[src/rtl/uart_cfg.sv]
// uart_cfg: full-duplex UART, build-time width/stop bits, run-time parity
// and bit period latched per frame; parity/framing errors and TX busy/done.
module uart_cfg #(
    parameter int DATA_BITS = 8,
    parameter int STOP_BITS = 1,
    parameter int BAUD_W    = 14
) (
    input  logic                 clk,
    input  logic                 rst_n,
    input  logic [BAUD_W-1:0]    baud_goal,
    input  logic                 parity_en,
    input  logic                 parity_odd,
    input  logic                 trmt,
    input  logic [DATA_BITS-1:0] tx_data,
    output logic                 TX,
    output logic                 tx_busy,
    output logic                 tx_done,
    input  logic                 RX,
    output logic [DATA_BITS-1:0] rx_data,
    output logic                 rx_rdy,
    input  logic                 clr_rx_rdy,
    output logic                 parity_err,
    output logic                 frame_err
);
    localparam int IDX_W = $clog2(DATA_BITS + 1);
    localparam logic [IDX_W-1:0] LAST_DATA = IDX_W'(DATA_BITS - 1);
    localparam logic [IDX_W-1:0] LAST_STOP = IDX_W'(STOP_BITS - 1);

    typedef enum logic [2:0] {IDLE, START, DATA, PARITY, STOP} state_t;

    state_t               tx_state, tx_next;
    logic [BAUD_W-1:0]    tx_cnt, tx_baud;
    logic [IDX_W-1:0]     tx_idx;
    logic [DATA_BITS-1:0] tx_shift;
    logic                 tx_par_en, tx_par;
    logic                 tx_tick, tx_load;

    assign tx_tick = (tx_cnt == '0);

    always_comb begin
        tx_next = tx_state;
        tx_load = 1'b0;
        unique case (tx_state)
            IDLE: if (trmt) begin
                tx_next = START;
                tx_load = 1'b1;
            end
            START: if (tx_tick) tx_next = DATA;
            DATA: if (tx_tick && tx_idx == LAST_DATA)
                tx_next = tx_par_en ? PARITY : STOP;
            PARITY: if (tx_tick) tx_next = STOP;
            // a request on the last stop cycle chains straight into a new frame
            STOP: if (tx_tick && tx_idx == LAST_STOP) begin
                tx_next = trmt ? START : IDLE;
                tx_load = trmt;
            end
            default: tx_next = IDLE;
        endcase
    end

    always_ff @(posedge clk or negedge rst_n) begin
        if (!rst_n) tx_state <= IDLE;
        else        tx_state <= tx_next;
    end

    always_ff @(posedge clk or negedge rst_n) begin
        if (!rst_n) begin
            TX        <= 1'b1;
            tx_busy   <= 1'b0;
            tx_done   <= 1'b0;
            tx_cnt    <= '0;
            tx_baud   <= '0;
            tx_idx    <= '0;
            tx_shift  <= '0;
            tx_par_en <= 1'b0;
            tx_par    <= 1'b0;
        end else if (tx_load) begin
            TX        <= 1'b0;
            tx_busy   <= 1'b1;
            tx_done   <= 1'b0;
            tx_cnt    <= baud_goal - 1'b1;
            tx_baud   <= baud_goal;
            tx_idx    <= '0;
            tx_shift  <= tx_data;
            tx_par_en <= parity_en;
            tx_par    <= (^tx_data) ^ parity_odd;
        end else if (tx_state != IDLE) begin
            if (tx_tick) begin
                tx_cnt <= tx_baud - 1'b1;
                tx_idx <= (tx_next == tx_state) ? tx_idx + 1'b1 : '0;
                unique case (tx_next)
                    DATA: begin
                        TX       <= tx_shift[0];
                        tx_shift <= tx_shift >> 1;
                    end
                    PARITY: TX <= tx_par;
                    STOP:   TX <= 1'b1;
                    default: begin
                        TX      <= 1'b1;
                        tx_busy <= 1'b0;
                        tx_done <= 1'b1;
                    end
                endcase
            end else begin
                tx_cnt <= tx_cnt - 1'b1;
            end
        end
    end

    state_t               rx_state, rx_next;
    logic [BAUD_W-1:0]    rx_cnt, rx_baud;
    logic [IDX_W-1:0]     rx_idx;
    logic [DATA_BITS-1:0] rx_shift;
    logic                 rx_s1, rx_s2, rx_q;
    logic                 rx_par_en, rx_par_odd, rx_par_bit;
    logic                 rx_tick, rx_fall, rx_go, rx_fin;

    assign rx_tick = (rx_cnt == '0);
    assign rx_fall = rx_q & ~rx_s2;

    always_comb begin
        rx_next = rx_state;
        rx_go   = 1'b0;
        rx_fin  = 1'b0;
        unique case (rx_state)
            IDLE: if (rx_fall) begin
                rx_next = START;
                rx_go   = 1'b1;
            end
            START: if (rx_tick) rx_next = rx_s2 ? IDLE : DATA;
            DATA: if (rx_tick && rx_idx == LAST_DATA)
                rx_next = rx_par_en ? PARITY : STOP;
            PARITY: if (rx_tick) rx_next = STOP;
            STOP: if (rx_tick) begin
                rx_next = IDLE;
                rx_fin  = 1'b1;
            end
            default: rx_next = IDLE;
        endcase
    end

    always_ff @(posedge clk or negedge rst_n) begin
        if (!rst_n) rx_state <= IDLE;
        else        rx_state <= rx_next;
    end

    always_ff @(posedge clk or negedge rst_n) begin
        if (!rst_n) begin
            rx_s1      <= 1'b1;
            rx_s2      <= 1'b1;
            rx_q       <= 1'b1;
            rx_cnt     <= '0;
            rx_baud    <= '0;
            rx_idx     <= '0;
            rx_shift   <= '0;
            rx_par_en  <= 1'b0;
            rx_par_odd <= 1'b0;
            rx_par_bit <= 1'b0;
            rx_data    <= '0;
            rx_rdy     <= 1'b0;
            parity_err <= 1'b0;
            frame_err  <= 1'b0;
        end else begin
            rx_s1 <= RX;
            rx_s2 <= rx_s1;
            rx_q  <= rx_s2;
            // later assignments override, so a completing frame beats a clear
            if (clr_rx_rdy) rx_rdy <= 1'b0;
            if (rx_go) begin
                rx_cnt     <= (baud_goal >> 1) - 1'b1;
                rx_baud    <= baud_goal;
                rx_idx     <= '0;
                rx_par_en  <= parity_en;
                rx_par_odd <= parity_odd;
                rx_rdy     <= 1'b0;
            end else if (rx_state != IDLE) begin
                if (rx_tick) begin
                    rx_cnt <= rx_baud - 1'b1;
                    if (rx_state == DATA) begin
                        rx_shift <= {rx_s2, rx_shift[DATA_BITS-1:1]};
                        rx_idx   <= rx_idx + 1'b1;
                    end
                    if (rx_state == PARITY) rx_par_bit <= rx_s2;
                    if (rx_fin) begin
                        rx_data    <= rx_shift;
                        parity_err <= rx_par_en &
                                      (rx_par_bit ^ (^rx_shift) ^ rx_par_odd);
                        frame_err  <= ~rx_s2;
                        rx_rdy     <= 1'b1;
                    end
                end else begin
                    rx_cnt <= rx_cnt - 1'b1;
                end
            end
        end
    end
endmodule

[config.mk]
export PLATFORM = sky130hd
export DESIGN_NAME = uart_cfg
export DESIGN_NICKNAME = d
export VERILOG_FILES = /design/src/rtl/uart_cfg.sv
export SDC_FILE = /design/constraint.sdc
export NUM_CORES = 1
export LEC_CHECK = 0
export BUFFER_PORTS_ARGS = -buffer_cell sky130_fd_sc_hd__buf_2
export CAP_MARGIN = 20
export CELL_PAD_IN_SITES_DETAIL_PLACEMENT = 0
export CELL_PAD_IN_SITES_GLOBAL_PLACEMENT = 1
export CORE_ASPECT_RATIO = 1.5
export CORE_MARGIN = 1
export CORE_UTILIZATION = 24
export DETAILED_ROUTE_END_ITERATION = 8
export GPL_ROUTABILITY_DRIVEN = 0
export GPL_TIMING_DRIVEN = 1
export HOLD_SLACK_MARGIN = 0.08
export PLACE_DENSITY_LB_ADDON = 0.1
export SYNTH_ARGS = -nofsm -noshare
export SYNTH_HDL_FRONTEND = slang
export SYNTH_SLANG_ARGS = --single-unit
[constraint.sdc]
create_clock -name clk -period 3.9 [get_ports clk]
set_input_delay 0.78 -clock clk [delete_from_list [all_inputs] [get_ports clk]]
set_output_delay 0.78 -clock clk [all_outputs]
set_load 0.02 [all_outputs]
==> flow_summary.yaml, run 1 <==
status:
  status: "completed"
route:
  wire_per_inst_um: 16.18
  drt_pass1_iterations: 4
  first_iter_violations: 280
  drc_errors: 0
  num_vias: 4802
  drt-total-wl_um: 16540
  antenna_left: 0
  vias_per_cell: 4.699
critical_path:
  worst_setup_path_start_kind: "flop"
  critPathMaxFanout: 12
  critPathArrivalTime_ps: 3700
  crit_type: "reg -> reg"
  crit_required_ps: 4180
  cp-end-kind: "flop"
synth:
  synth_seq_cells: 108
  synthCells: 655
  synthDominantCellAreaShare_pct: 45.15
  synth_ff_type: "dfrtp_1"
  synthArstFlopShare_pct: 100.0
  seq_area_frac_synth_pct: 46.97
  yosys.area.top_type: "dfrtp_1"
  synthTopCellsByArea: "dfrtp_1 45%, nand2_1 10%, a21oi_1 4.4%, xnor2_1 4.0%, o21ai_0 3.8%"
  syn_area_per_cell_sq_um: 8.800
  yosysWarnings: 0
  synth_fp_nets: 689
  synth_edf_count: 0
  syn_area_sq_um: 5764
  synth_cell_type_count: 57
clock_tree:
  clk_latency_ps: 360
  path_clk_slew_ps: 80
  htree_num_levels: 3
  cts_resized: 0
  cts_setup_buffers: 0
  cts_buffers: 9
  cts.sinks: 108
  hold_buffers: 0
  cts_tree: "done"
  cts_max_path_buffers: 2
  cts_root_buf: "clkbuf_16"
worst_hold_path:
  hp-class: "in -> async"
sta:
  fin_ws_ps: 479.5
  post-route-min-period_ps: 3420
  clock.fmax_ghz: 0.2924
  slew_headroom_pct: 46.45
  worst_pin_slew_ps: 803.3
  finalCritPeriodShare_pct: 87.70
  hold_viol: 0
  skew_ps: 14.41
  rsz0062_at_grt: "false"
  maxSlewViolCount: 0
  setup_viol: 0
  tns_ps: 0
grt:
  grt_start_max_net_pins: 56
  grt_pass1_vias: 4997
  antenna_found_initial: 0
  grt_overflow_total: 0
  grtUsageTotal_pct: 14.48
  grt_pass1_wl_um: 27430
die:
  num_rows: 69
  die_y_um: 191.8
  fp.dieArea_sq_um: 24650
  core_sq_um: 23660
  io_pins: 43
  die_w_um: 128.5
  start_util_pct: 24.37
final_layout:
  drive_above_1_share_pct: 14.79
  postLayoutCoreUtil_pct: 28.44
  n_antenna_cell: 0
  area_delta_synth_final_pct: 16.69
  nNetsFinal: 732
  fillers: 2607
power:
  power.density_nw_per_um2: 524.2
  power_leakage_nw: 2.902
  ir_drop_mv: 0.2122
job:
  maxCapViolCount: 0
placement:
  post-place-ws_ps: 463.6
  hpwl_um: 12130
  io_buffer_count: 42
[kinds of logic after synthesis]
family / synth area share, %
and+or+nand+nor: 22.23
AOI/OAI and AO/OA: 16.93
DFF: 46.97
xor gates and xnor gates: 6.078
buffers and inverters: 2.561
muxes: 4.146
adders and majority gates: 1.085
[synth_stat cells (5+ instances only)]
| master | number |
|---|---|
| xnor2_1 | 26 |
| and3_1 | 5 |
| mux2i_1 | 9 |
| a21oi_1 | 51 |
| a31oi_1 | 6 |
| nand3_1 | 12 |
| nand2_1 | 155 |
| o21ai_0 | 44 |
| nand2b_1 | 6 |
| mux2_2 | 12 |
| o21a_1 | 11 |
| dfrtp_1 | 104 |
| or3_1 | 7 |
| nor4_1 | 9 |
| a211oi_1 | 7 |
| o211ai_1 | 8 |
| nor3_1 | 19 |
| ha_1 | 5 |
| clkbuf_1 | 25 |
| xor2_1 | 14 |
| inv_1 | 10 |
| nor2_1 | 49 |
[sequential cells by signal (all words and copies together) (netlist names), 3 cells and up]
| register | cells |
|---|---|
| rx_baud | 14 |
| rx_cnt | 14 |
| rx_data | 8 |
| rx_idx | 4 |
| rx_shift | 8 |
| rx_state | 3 |
| tx_baud | 14 |
| tx_cnt | 14 |
| tx_idx | 4 |
| tx_shift | 8 |
| tx_state | 3 |
[cell usage in the layout, fill, tap and decap left out, types with 14 or more instances in the layout]
master   count
o21ai_0     43
xor2_1      14
xnor2_1     26
nor2_1      49
a21oi_1     51
nand2_1    155
dfrtp_1    104
buf_4       19
buf_2       41
nor3_1      19
[power breakdown]
part           leakage [nW]  internal [mW]  switching, mW
combinational          1.39          0.427          0.547
clock                 0.139          0.465          0.470
sequential             1.37           1.36          0.260
total                  2.90           2.25           1.28
[routing by layer]
| layer | track usage [%] | wire length (um) | share of wire [%] |
|---|---|---|---|
| met4 | 4.842 | 209 | 1.3 |
| met1 | 16.75 | 7007 | 42 |
| met5 | 0 | 0 | 0 |
| met3 | 2.312 | 443 | 2.7 |
| met2 | 26.74 | 8879 | 54 |
[critical path, stage by stage, from the launching register on]
cell and delay, ps:
dfrtp_1 420, inv_1 70, ha_1 130, nor3b_1 390, nand3_1 230, o21ai_4 210
buf_4 210, nand2_1 90, o21a_1 120, ha_1 230, nor4b_1 160, a32o_1 270
nand2b_1 210, nor2_1 80, a221o_1 340, a31oi_1 170
[worst paths after layout]
check                             end  cells past startpoint      start  slack (ps)
max in group asynchronous  rx_cnt[13]                      2      rst_n        2770
min                           tx_busy                      1      rst_n         350
max reg2reg                tx_cnt[10]                     15  tx_idx[0]         480
max                        tx_cnt[10]                     15  tx_idx[0]         480
min in group clk                rx_s2                      0      rx_s1         360
min reg2reg                     rx_s2                      0      rx_s1         360
[final cells by class]
cell class                      count  area [sq um]  area share (%)
Multi-Input combinational cell    508          2920           43.42
Tap cell                          319         399.1           5.934
Inverter                           10         37.54          0.5580
Timing Repair Buffer               61         367.9           5.469
Clock buffer                       10         239.0           3.553
Clock inverter                      6         55.05          0.8185
Sequential cell                   108          2708           40.25
[per-stage QoR]
step,total power [mW],std cells,hold WS [ps],area [sq um]
after global placement,2.609,1006,346.2,6432
after detailed placement,2.616,1006,347.8,6432
final,3.526,1022,352.9,6726
after global routing,3.793,1022,367.0,6726
after CTS,3.590,1022,353.8,6726
after floorplan,2.306,655,345.2,5764
No activity file was read; power rests on OpenSTA's default activity.
==> inputs of run 2 (changes only) <==
PLACE_DENSITY = 0.53   (was not set)
PLACE_DENSITY_LB_ADDON = not set   (was 0.1)
==> run 2 against run 1 <==
Sequential share of layout area up 0.23 points; largest cell class unchanged; register-to-register slack worse by 120 ps; via count down 0.81%; wire length down 5.8%; worst setup slack worse by 120 ps; maximum frequency down 3.4%; clock power down 5.5%.
==> flow_summary.yaml, run 2 (synthesis results as in run 1) <==
status:
  status: "completed"
placement:
  io_buffer_count: 42
  hpwl_um: 11450
sta:
  tns_ps: 0
  post-route-min-period_ps: 3541
  worst_pin_slew_ps: 997.1
  clock.fmax_ghz: 0.2824
  maxSlewViolCount: 0
  finalCritPeriodShare_pct: 90.79
  setup_viol: 0
  hold_viol: 0
  rsz0062_at_grt: "false"
  slew_headroom_pct: 33.28
  skew_ps: 12.52
clock_tree:
  cts_tree: "done"
  hold_buffers: 0
  clk_latency_ps: 370
  path_clk_slew_ps: 70
  cts_setup_buffers: 0
  cts_max_path_buffers: 2
  htree_num_levels: 3
  cts_resized: 0
  cts.sinks: 108
  cts_buffers: 9
  cts_root_buf: "clkbuf_16"
final_layout:
  drive_above_1_share_pct: 14.51
  nNetsFinal: 732
  final_cell_mix: "155 x nand2_1, 104 x dfrtp_1, 51 x a21oi_1"
  area_delta_synth_final_pct: 16.04
  final_common_cell: "nand2_1"
  postLayoutCoreUtil_pct: 28.28
  n_antenna_cell: 0
  fillers: 2588
route:
  drt_pass1_iterations: 6
  drc_errors: 0
  vias_per_cell: 4.660
  wire_per_inst_um: 15.24
  first_iter_violations: 151
  num_vias: 4763
  drt-total-wl_um: 15570
  wl_met3_um: 256
  met1_length_um: 6706
  antenna_left: 0
  route.met2.wl_um: 8202
  routed.top_layer: "met4"
die:
  start_util_pct: 24.37
  core_sq_um: 23660
  io_pins: 43
  die_y_um: 191.8
  num_rows: 69
  fp.dieArea_sq_um: 24650
  die_w_um: 128.5
critical_path:
  slowest_delay_ps: 420
  critPathMaxFanout: 8
  worst_setup_path_start_kind: "flop"
  path_common_cell: "ha_1"
  critPathArrivalTime_ps: 3820
  cp-end-kind: "flop"
  crit_required_ps: 4170
  crit_type: "reg -> reg"
  crit_chain: "inv_1, ha_1, nor3b_1, nand3_1, o21ai_4, o21a_1, ha_1, nor4b_1, a32o_1, nand2b_1, nor4_1, xor2_1, a211oi_1"
  slowest_stage: "nor4_1"
job:
  maxCapViolCount: 0
power:
  power_leakage_nw: 2.894
  power.density_nw_per_um2: 517.6
  ir_drop_mv: 0.2229
  power.total_mw: 3.462
worst_hold_path:
  hp-class: "reg -> reg"
grt:
  grt_pass1_wl_um: 25620
  grt_overflow_total: 0
  antenna_found_initial: 0
  grt_start_max_net_pins: 73
  grt_pass1_vias: 4860
  grtUsageTotal_pct: 13.57
## run 2: worst max-delay path: cells and delay by family (launching register included)
family          cells  cell delay (ps)
simple gates        5             1480
flops               1              410
compound gates      4              980
buf+inv             1               90
xor+xnor            1              130
fa+ha+maj           2              360
## run 2: final timing paths
kind | startpoint | slack, ps | endpoint | cells after the start
worst max-delay path | tx_idx[1] | 360 | tx_cnt[8] | 13
worst min-delay path | rx_s1 | 360 | rx_s2 | 0
worst max register to register | tx_idx[1] | 360 | tx_cnt[8] | 13
worst min register to register | rx_s1 | 360 | rx_s2 | 0
max in group asynchronous | rst_n | 2430 | rx_shift[2] | 2
min in group asynchronous | rst_n | 560 | rx_baud[10] | 1
## run 2: per-layer routing
metal,up-vias,track usage (%)
met5,-,0
met4,0,6.380
met3,25,2.006
met2,52,24.49
met1,2313,15.57
li1,2373,-
## run 2: report_power, final
part           internal (mW)  switching, mW  total, mW
logic                  0.427          0.540      0.967
clock network          0.438          0.446      0.884
registers               1.36          0.254       1.61
total                   2.22           1.24       3.46
## run 2: cell type report
type	count	area, sq um	share of cell area, %
Multi-Input combinational cell	508	2920	43.66
Sequential cell	108	2708	40.48
Tap cell	319	399.1	5.967
Timing Repair Buffer	61	355.3	5.312
Clock buffer	11	232.7	3.479
Inverter	10	37.54	0.5612
Clock inverter	5	36.28	0.5425
## run 2: metrics by stage
stage	std cells	hold slack (ps)	instance area (sq um)	setup WS [ps]
after global routing	1022	366.8	6689	54.40
after CTS	1022	361.1	6689	374.6
final	1022	360.0	6689	359.3
after global placement	1006	348.8	6420	561.6
after detailed placement	1006	349.7	6420	419.2
after floorplan	655	345.2	5764	195.6
